### src/rtl/fir_coef_ctrl_if.sv
// Handshake and filter-control signals between the coefficient/sample source
// and the FIR controller.
interface fir_coef_ctrl_if #(
    parameter int ORDER = 5
);
    logic                        load_start;
    logic                        coef_valid;
    logic signed [17:0]          coef_data;
    logic                        coef_ready;
    logic                        s_valid;
    logic signed [17:0]          s_data;
    logic                        s_ready;
    logic                        fir_ena;
    logic signed [17:0]          fir_x;
    logic [(ORDER+1)*18-1:0]     coef_bus;
    logic                        out_valid;
    logic                        busy;
    logic                        load_done;

    modport master (
        output load_start, coef_valid, coef_data, s_valid, s_data,
        input  coef_ready, s_ready, fir_ena, fir_x, coef_bus, out_valid, busy, load_done
    );

    modport slave (
        input  load_start, coef_valid, coef_data, s_valid, s_data,
        output coef_ready, s_ready, fir_ena, fir_x, coef_bus, out_valid, busy, load_done
    );
endinterface

### src/rtl/fir_coef_ctrl.sv
// Coefficient bank owner and stream sequencer for a transposed-form FIR:
// load bank, flush the pipeline with zeros, then stream samples and flag valid outputs.
module fir_coef_ctrl #(
    parameter int ORDER = 5,
    parameter int LAT   = ORDER + 2
) (
    input  logic            clk,
    input  logic            rst,
    fir_coef_ctrl_if.slave  bus
);
    localparam int NC = ORDER + 1;
    localparam int CW = 18;
    localparam int IW = (NC > 1) ? $clog2(NC) : 1;
    localparam int FW = $clog2(LAT);

    typedef enum logic [1:0] {
        IDLE  = 2'd0,
        WRITE = 2'd1,
        FLUSH = 2'd2,
        RUN   = 2'd3
    } state_t;

    state_t                 state_reg;
    logic [IW-1:0]          idx_reg;
    logic [FW-1:0]          flush_cnt_reg;
    // Only the taps up to LAT-2 are ever observed, so the shift register stops there.
    logic [LAT-2:0]         vld_sr_reg;
    logic                   out_valid_reg;
    logic                   load_done_reg;
    logic signed [CW-1:0]   shadow_reg [NC];
    logic signed [CW-1:0]   coef_reg   [NC];

    logic coef_ready_c;
    logic s_ready_c;
    logic accept_c;
    logic fir_ena_c;
    logic take_word;
    logic last_word;

    assign coef_ready_c = (state_reg == WRITE);
    assign take_word    = coef_ready_c & bus.coef_valid;
    assign last_word    = take_word && (idx_reg == IW'(ORDER));
    assign s_ready_c    = (state_reg == RUN) && !bus.load_start;
    assign accept_c     = s_ready_c & bus.s_valid;
    assign fir_ena_c    = (state_reg == FLUSH) || accept_c;

    assign bus.coef_ready = coef_ready_c;
    assign bus.s_ready    = s_ready_c;
    assign bus.fir_ena    = fir_ena_c;
    assign bus.fir_x      = accept_c ? bus.s_data : '0;
    assign bus.out_valid  = out_valid_reg;
    assign bus.load_done  = load_done_reg;
    assign bus.busy       = (state_reg != RUN);

    // The committed copy takes the final word straight from the port, since the
    // shadow entry for it is being written on the same edge.
    genvar gi;
    generate
        for (gi = 0; gi < NC; gi++) begin : g_bank
            always_ff @(posedge clk or negedge rst) begin
                if (!rst) begin
                    shadow_reg[gi] <= '0;
                    coef_reg[gi]   <= '0;
                end else begin
                    if (take_word && (idx_reg == IW'(gi)))
                        shadow_reg[gi] <= bus.coef_data;
                    if (last_word)
                        coef_reg[gi] <= (gi == ORDER) ? bus.coef_data : shadow_reg[gi];
                end
            end
            assign bus.coef_bus[gi*CW +: CW] = coef_reg[gi];
        end
    endgenerate

    always_ff @(posedge clk or negedge rst) begin
        if (!rst) begin
            state_reg     <= IDLE;
            idx_reg       <= '0;
            flush_cnt_reg <= '0;
            vld_sr_reg    <= '0;
            out_valid_reg <= 1'b0;
            load_done_reg <= 1'b0;
        end else begin
            load_done_reg <= 1'b0;
            out_valid_reg <= 1'b0;
            case (state_reg)
                IDLE: begin
                    if (bus.load_start) begin
                        state_reg <= WRITE;
                        idx_reg   <= '0;
                    end
                end
                WRITE: begin
                    if (last_word) begin
                        idx_reg       <= '0;
                        flush_cnt_reg <= FW'(LAT - 1);
                        vld_sr_reg    <= '0;
                        state_reg     <= FLUSH;
                    end else if (take_word) begin
                        idx_reg <= idx_reg + 1'b1;
                    end
                end
                FLUSH: begin
                    if (flush_cnt_reg == '0) begin
                        state_reg     <= RUN;
                        load_done_reg <= 1'b1;
                    end else begin
                        flush_cnt_reg <= flush_cnt_reg - 1'b1;
                    end
                end
                RUN: begin
                    if (bus.load_start) begin
                        state_reg  <= WRITE;
                        idx_reg    <= '0;
                        vld_sr_reg <= '0;
                    end else if (accept_c) begin
                        // Valid pipeline advances only with the filter enable.
                        vld_sr_reg    <= (LAT-1)'({vld_sr_reg, 1'b1});
                        out_valid_reg <= vld_sr_reg[LAT-2];
                    end
                end
                default: state_reg <= IDLE;
            endcase
        end
    end
endmodule

### src/flat_wrapper.sv
// flat-port wrapper written by rule: the top's interface ports become plain ports
module fir_coef_ctrl_flat 
#(
    parameter int ORDER = 5,
    parameter int LAT   = ORDER + 2
)
  (clk, rst, bus_load_start, bus_coef_valid, bus_coef_data, bus_s_valid, bus_s_data, bus_coef_ready, bus_s_ready, bus_fir_ena, bus_fir_x, bus_coef_bus, bus_out_valid, bus_busy, bus_load_done);
  fir_coef_ctrl_if #(.ORDER(ORDER)) bus_i ();
  input  logic clk;
  input  logic rst;
  input wire logic [$bits(bus_i.load_start)-1:0] bus_load_start;
  input wire logic [$bits(bus_i.coef_valid)-1:0] bus_coef_valid;
  input wire logic [$bits(bus_i.coef_data)-1:0] bus_coef_data;
  input wire logic [$bits(bus_i.s_valid)-1:0] bus_s_valid;
  input wire logic [$bits(bus_i.s_data)-1:0] bus_s_data;
  output wire logic [$bits(bus_i.coef_ready)-1:0] bus_coef_ready;
  output wire logic [$bits(bus_i.s_ready)-1:0] bus_s_ready;
  output wire logic [$bits(bus_i.fir_ena)-1:0] bus_fir_ena;
  output wire logic [$bits(bus_i.fir_x)-1:0] bus_fir_x;
  output wire logic [$bits(bus_i.coef_bus)-1:0] bus_coef_bus;
  output wire logic [$bits(bus_i.out_valid)-1:0] bus_out_valid;
  output wire logic [$bits(bus_i.busy)-1:0] bus_busy;
  output wire logic [$bits(bus_i.load_done)-1:0] bus_load_done;
  assign bus_i.load_start = bus_load_start;
  assign bus_i.coef_valid = bus_coef_valid;
  assign bus_i.coef_data = bus_coef_data;
  assign bus_i.s_valid = bus_s_valid;
  assign bus_i.s_data = bus_s_data;
  assign bus_coef_ready = bus_i.coef_ready;
  assign bus_s_ready = bus_i.s_ready;
  assign bus_fir_ena = bus_i.fir_ena;
  assign bus_fir_x = bus_i.fir_x;
  assign bus_coef_bus = bus_i.coef_bus;
  assign bus_out_valid = bus_i.out_valid;
  assign bus_busy = bus_i.busy;
  assign bus_load_done = bus_i.load_done;
  fir_coef_ctrl #(.ORDER(ORDER), .LAT(LAT)) u_core (.clk(clk), .rst(rst), .bus(bus_i));
endmodule
### config.mk
export PLATFORM = sky130hd
export DESIGN_NAME = fir_coef_ctrl_flat
export DESIGN_NICKNAME = d
export VERILOG_FILES = /design/src/rtl/fir_coef_ctrl_if.sv /design/src/rtl/fir_coef_ctrl.sv /design/src/flat_wrapper.sv
export SDC_FILE = /design/constraint.sdc
export NUM_CORES = 1
export LEC_CHECK = 0
export BUFFER_PORTS_ARGS = -buffer_cell sky130_fd_sc_hd__clkbuf_2
export CORE_MARGIN = 1
export CORE_UTILIZATION = 59
export CTS_BUF_LIST = sky130_fd_sc_hd__clkbuf_16
export DETAILED_ROUTE_END_ITERATION = 10
export GPL_TIMING_DRIVEN = 0
export HOLD_SLACK_MARGIN = 0.05
export PLACE_DENSITY = 0.85
export SLEW_MARGIN = 20
export SYNTH_ARGS = -nofsm -noshare
export SYNTH_HDL_FRONTEND = slang
export SYNTH_SLANG_ARGS = --single-unit
export TNS_END_PERCENT = 20
### constraint.sdc
create_clock -name clk -period 4.2 [get_ports clk]
set_input_delay 0.63 -clock clk [delete_from_list [all_inputs] [get_ports clk]]
set_output_delay 0.63 -clock clk [all_outputs]
set_load 0.05 [all_outputs]
==> results.sh <==
export IMPL_run_status="complete, no violations"
export IMPL_max_stage_delay_ns=0.40
export IMPL_nFillCells=997
export IMPL_die_h_um=122
export IMPL_maxCapViolCount=0
export IMPL_cts_tree="built"
export IMPL_root_buffer="clkbuf_16"
export IMPL_ios=173
export IMPL_p_int_mw=4.65
export IMPL_first_pass_iters=4
export IMPL_slowest_stage="dfrtp_1"
export IMPL_track_usage=0.266
export IMPL_path_cells="inv_1 > ha_1 > clkbuf_1 > or2_2 > clkbuf_2"
export IMPL_path_clk_slew_ns=0.06
export IMPL_required_ns=3.57
export IMPL_overflow=0
export IMPL_crit_path_end="bus_fir_ena"
export IMPL_clkPwrFrac=0.213
export IMPL_fp_dieW_um=122
export IMPL_min_from="bus_coef_data[17]"
export IMPL_post_cts_buffers=0
export IMPL_nets=1011
export IMPL_syn_area_per_cell_sq_um=11.2
export IMPL_worstSetupStartpointType="flip-flop"
export IMPL_critPathKind="reg -> out"
export IMPL_ir_drop_v=0.000507
export IMPL_crit_fanout=10
export IMPL_grt_pass1_wl_mm=30.3
export IMPL_relSlewSlack=0.672
export IMPL_postRouteAntennaNets=0
export IMPL_placed_cell_area_sq_mm=0.00966
export IMPL_hold_path_class="in -> reg"
export IMPL_fin_util=0.736
export IMPL_drv_slew=0
export IMPL_vias=6087
export IMPL_r2r_slack_ns=2.15
export IMPL_worstSetupEndpointType="output port"
export IMPL_htree_levels=1
export IMPL_power_frac_seq=0.418
export IMPL_gp_congestion=0.794
export IMPL_final_area_sq_mm=0.0103
export IMPL_tightest_slew_ns=0.492
export IMPL_largest_register_ffs=108
export IMPL_r2r_end="u_core.state_reg[1]"
export IMPL_antenna_cells=0
export IMPL_critPathBufInv=3
export IMPL_grt_max_degree=96
export IMPL_ys_warn_count=0
export IMPL_antenna_found_initial=0
export IMPL_cts_buffers_inserted=22
export IMPL_cts_repair_resized=0
export IMPL_p_leak_nw=5.73
export IMPL_grt_pass1_vias=5859
export IMPL_syn_area_sq_mm=0.00851
export IMPL_clk_latency_ns=0.49
export IMPL_clock_skew_ns=0.0186
export IMPL_core_area_sq_mm=0.0140
export IMPL_layout_commonest_cell="nand2_1"
export IMPL_hold_viol=0
export IMPL_cp_num_cells=5
export IMPL_routed_wl_mm=19.1
export IMPL_hpwl_mm=13.4
export IMPL_synth_top_area_share=0.629
export IMPL_combPwrFrac=0.369
export IMPL_clk_path_buf_depth=3
export IMPL_swShare=0.408
export IMPL_core_rowCount=43
export IMPL_io_buffers=171
export IMPL_syn_nets=813
export IMPL_ys_types=38
export IMPL_detail_route_wl_per_cell_um=16.6
export IMPL_rr_worst_depth=8
export IMPL_drive_gt1_frac=0.334
export IMPL_fin_crit_sh=0.648
export IMPL_max_freq_mhz=367
export IMPL_whs_ns=0.434
export IMPL_synth_largest_area_cell="dfrtp_1"
export IMPL_ys_seq_area_frac=0.629
export IMPL_start_util=0.609
export IMPL_synth_seq_cells=214
export IMPL_syn2layout_area_growth_pct=20.9
export IMPL_crit_arrival_ns=2.09
export IMPL_setup_worst_path_start="u_core.state_reg[0]"
export IMPL_grt_most_used_layer="met2"
export IMPL_fp_dieArea_sq_mm=0.0149
export IMPL_grt_use_met2=0.444
export IMPL_rsz0062_at_grt="false"
export IMPL_post_route_drc_count=0
export IMPL_viasPerCell=5.28
export IMPL_min_period_ns=2.72
export IMPL_syn_inst=762
export IMPL_synth_area_leaders="dfrtp_1, nand2_1, mux2_2"
export IMPL_cpLargestDelayFamily="buffers and inverters"
export IMPL_p_switching_mw=3.21
export IMPL_drt_initial_drc_count=357
export IMPL_use_met3=0.0337
export IMPL_power_mw=7.86
export IMPL_finalSetupViolations=0
export IMPL_grt_met1_usage=0.375
export IMPL_cts_sinks=214
export IMPL_layout_common_cells="nand2_1, dfrtp_1, clkbuf_2"
export IMPL_timing_rr_start="u_core.state_reg[1]"
export IMPL_p_per_area_mw_per_mm2=764
## worst register-to-register path, stage by stage, from the launching register on
cell	delay, ns
dfrtp_1	0.40
inv_1	0.09
ha_1	0.18
buf_6	0.13
buf_4	0.16
nand4_2	0.23
buf_2	0.30
a221oi_1	0.28
o32ai_1	0.13
## through the flow
step                setup TNS (ns)  setup WS, ns  instances
detailed placement               0          1.85       1115
CTS                              0          1.49       1153
global route                     0          1.40       1153
global placement           -320.97         -1.51       1113
finish                           0          1.48       1153
floorplan                        0          2.07        762
## layer usage
| layer | share of wire | routed length, um | vias up |
|---|---|---|---|
| met2 | 0.50 | 9640 | 169 |
| met4 | 0.015 | 278 | 0 |
| met1 | 0.43 | 8320 | 3034 |
| met5 | 0 | 0 | - |
| li1 | - | - | 2859 |
| met3 | 0.047 | 892 | 25 |
## repair_timing
item	in CTS	in global routing
hold buffers	1	0
hold endpoints to repair	25	0
setup endpoints to repair	0	0
## logic make-up (layout without fill, tap and decap cells)
| group | count (synthesis) | after routing | synth area share |
|---|---|---|---|
| mux | 91 | 91 | 0.120 |
| compound gates | 25 | 25 | 0.0223 |
| buf+inv | 49 | 260 | 0.0307 |
| simple gates | 373 | 373 | 0.183 |
| flops | 214 | 214 | 0.629 |
| fa+ha+maj | 10 | 10 | 0.0147 |
## cells in the mapped netlist
cell type,instances
nand2_1,325
dfrtp_1,214
mux2_2,88
buf_2,23
and2_1,21
inv_1,12
ha_1,10
clkbuf_1,7
buf_6,6
a22o_1,5
nor2b_1,5
o22ai_1,4
and3b_1,3
nand2_4,3
nor2_1,3
o21a_1,3
a21oi_1,2
a221oi_1,2
mux2_1,2
nand2b_1,2
nand3_1,2
nand4_2,2
o32ai_1,2
or2_2,2
a211oi_1,1
a22oi_1,1
a31oi_1,1
a32oi_1,1
and4_4,1
buf_4,1
mux2i_1,1
nand3_2,1
nand4_1,1
nor3_1,1
o211a_1,1
o21ai_0,1
o221ai_1,1
or4_4,1
## power groups by stage
stage | registers, mW | logic (mW) | clock network (mW)
global placement | 3.27 | 2.81 | 0
floorplan | 4.33 | 1.10 | 0
finish | 3.28 | 2.90 | 1.68
detailed placement | 3.30 | 2.91 | 0
global route | 3.36 | 3.10 | 1.79
CTS | 3.28 | 2.93 | 1.70
## cell type report
cell class	instances	area [sq um]	share of cell area
Buffer	37	216	0.0210
Clock buffer	22	551	0.0535
Clock inverter	15	70.1	0.00681
Inverter	12	45.0	0.00438
Multi-Input combinational cell	499	2900	0.282
Sequential cell	214	5360	0.520
Tap cell	180	225	0.0219
Timing Repair Buffer	174	930	0.0904
## how the worst min path moves through the flow
| stage | to | slack [ns] | depth (start not counted) |
|---|---|---|---|
| finish | u_core.bus.coef_bus[107] | 0.43 | 3 |
| global route | u_core.bus.coef_bus[107] | 0.47 | 3 |
| floorplan | u_core.bus.coef_bus[0] | 0.33 | 0 |
| CTS | u_core.bus.coef_bus[107] | 0.43 | 3 |
| global placement | u_core.bus.coef_bus[12] | 0.44 | 2 |
| detailed placement | u_core.bus.coef_bus[64] | 0.45 | 2 |
No activity file was read; power rests on OpenSTA's default activity.
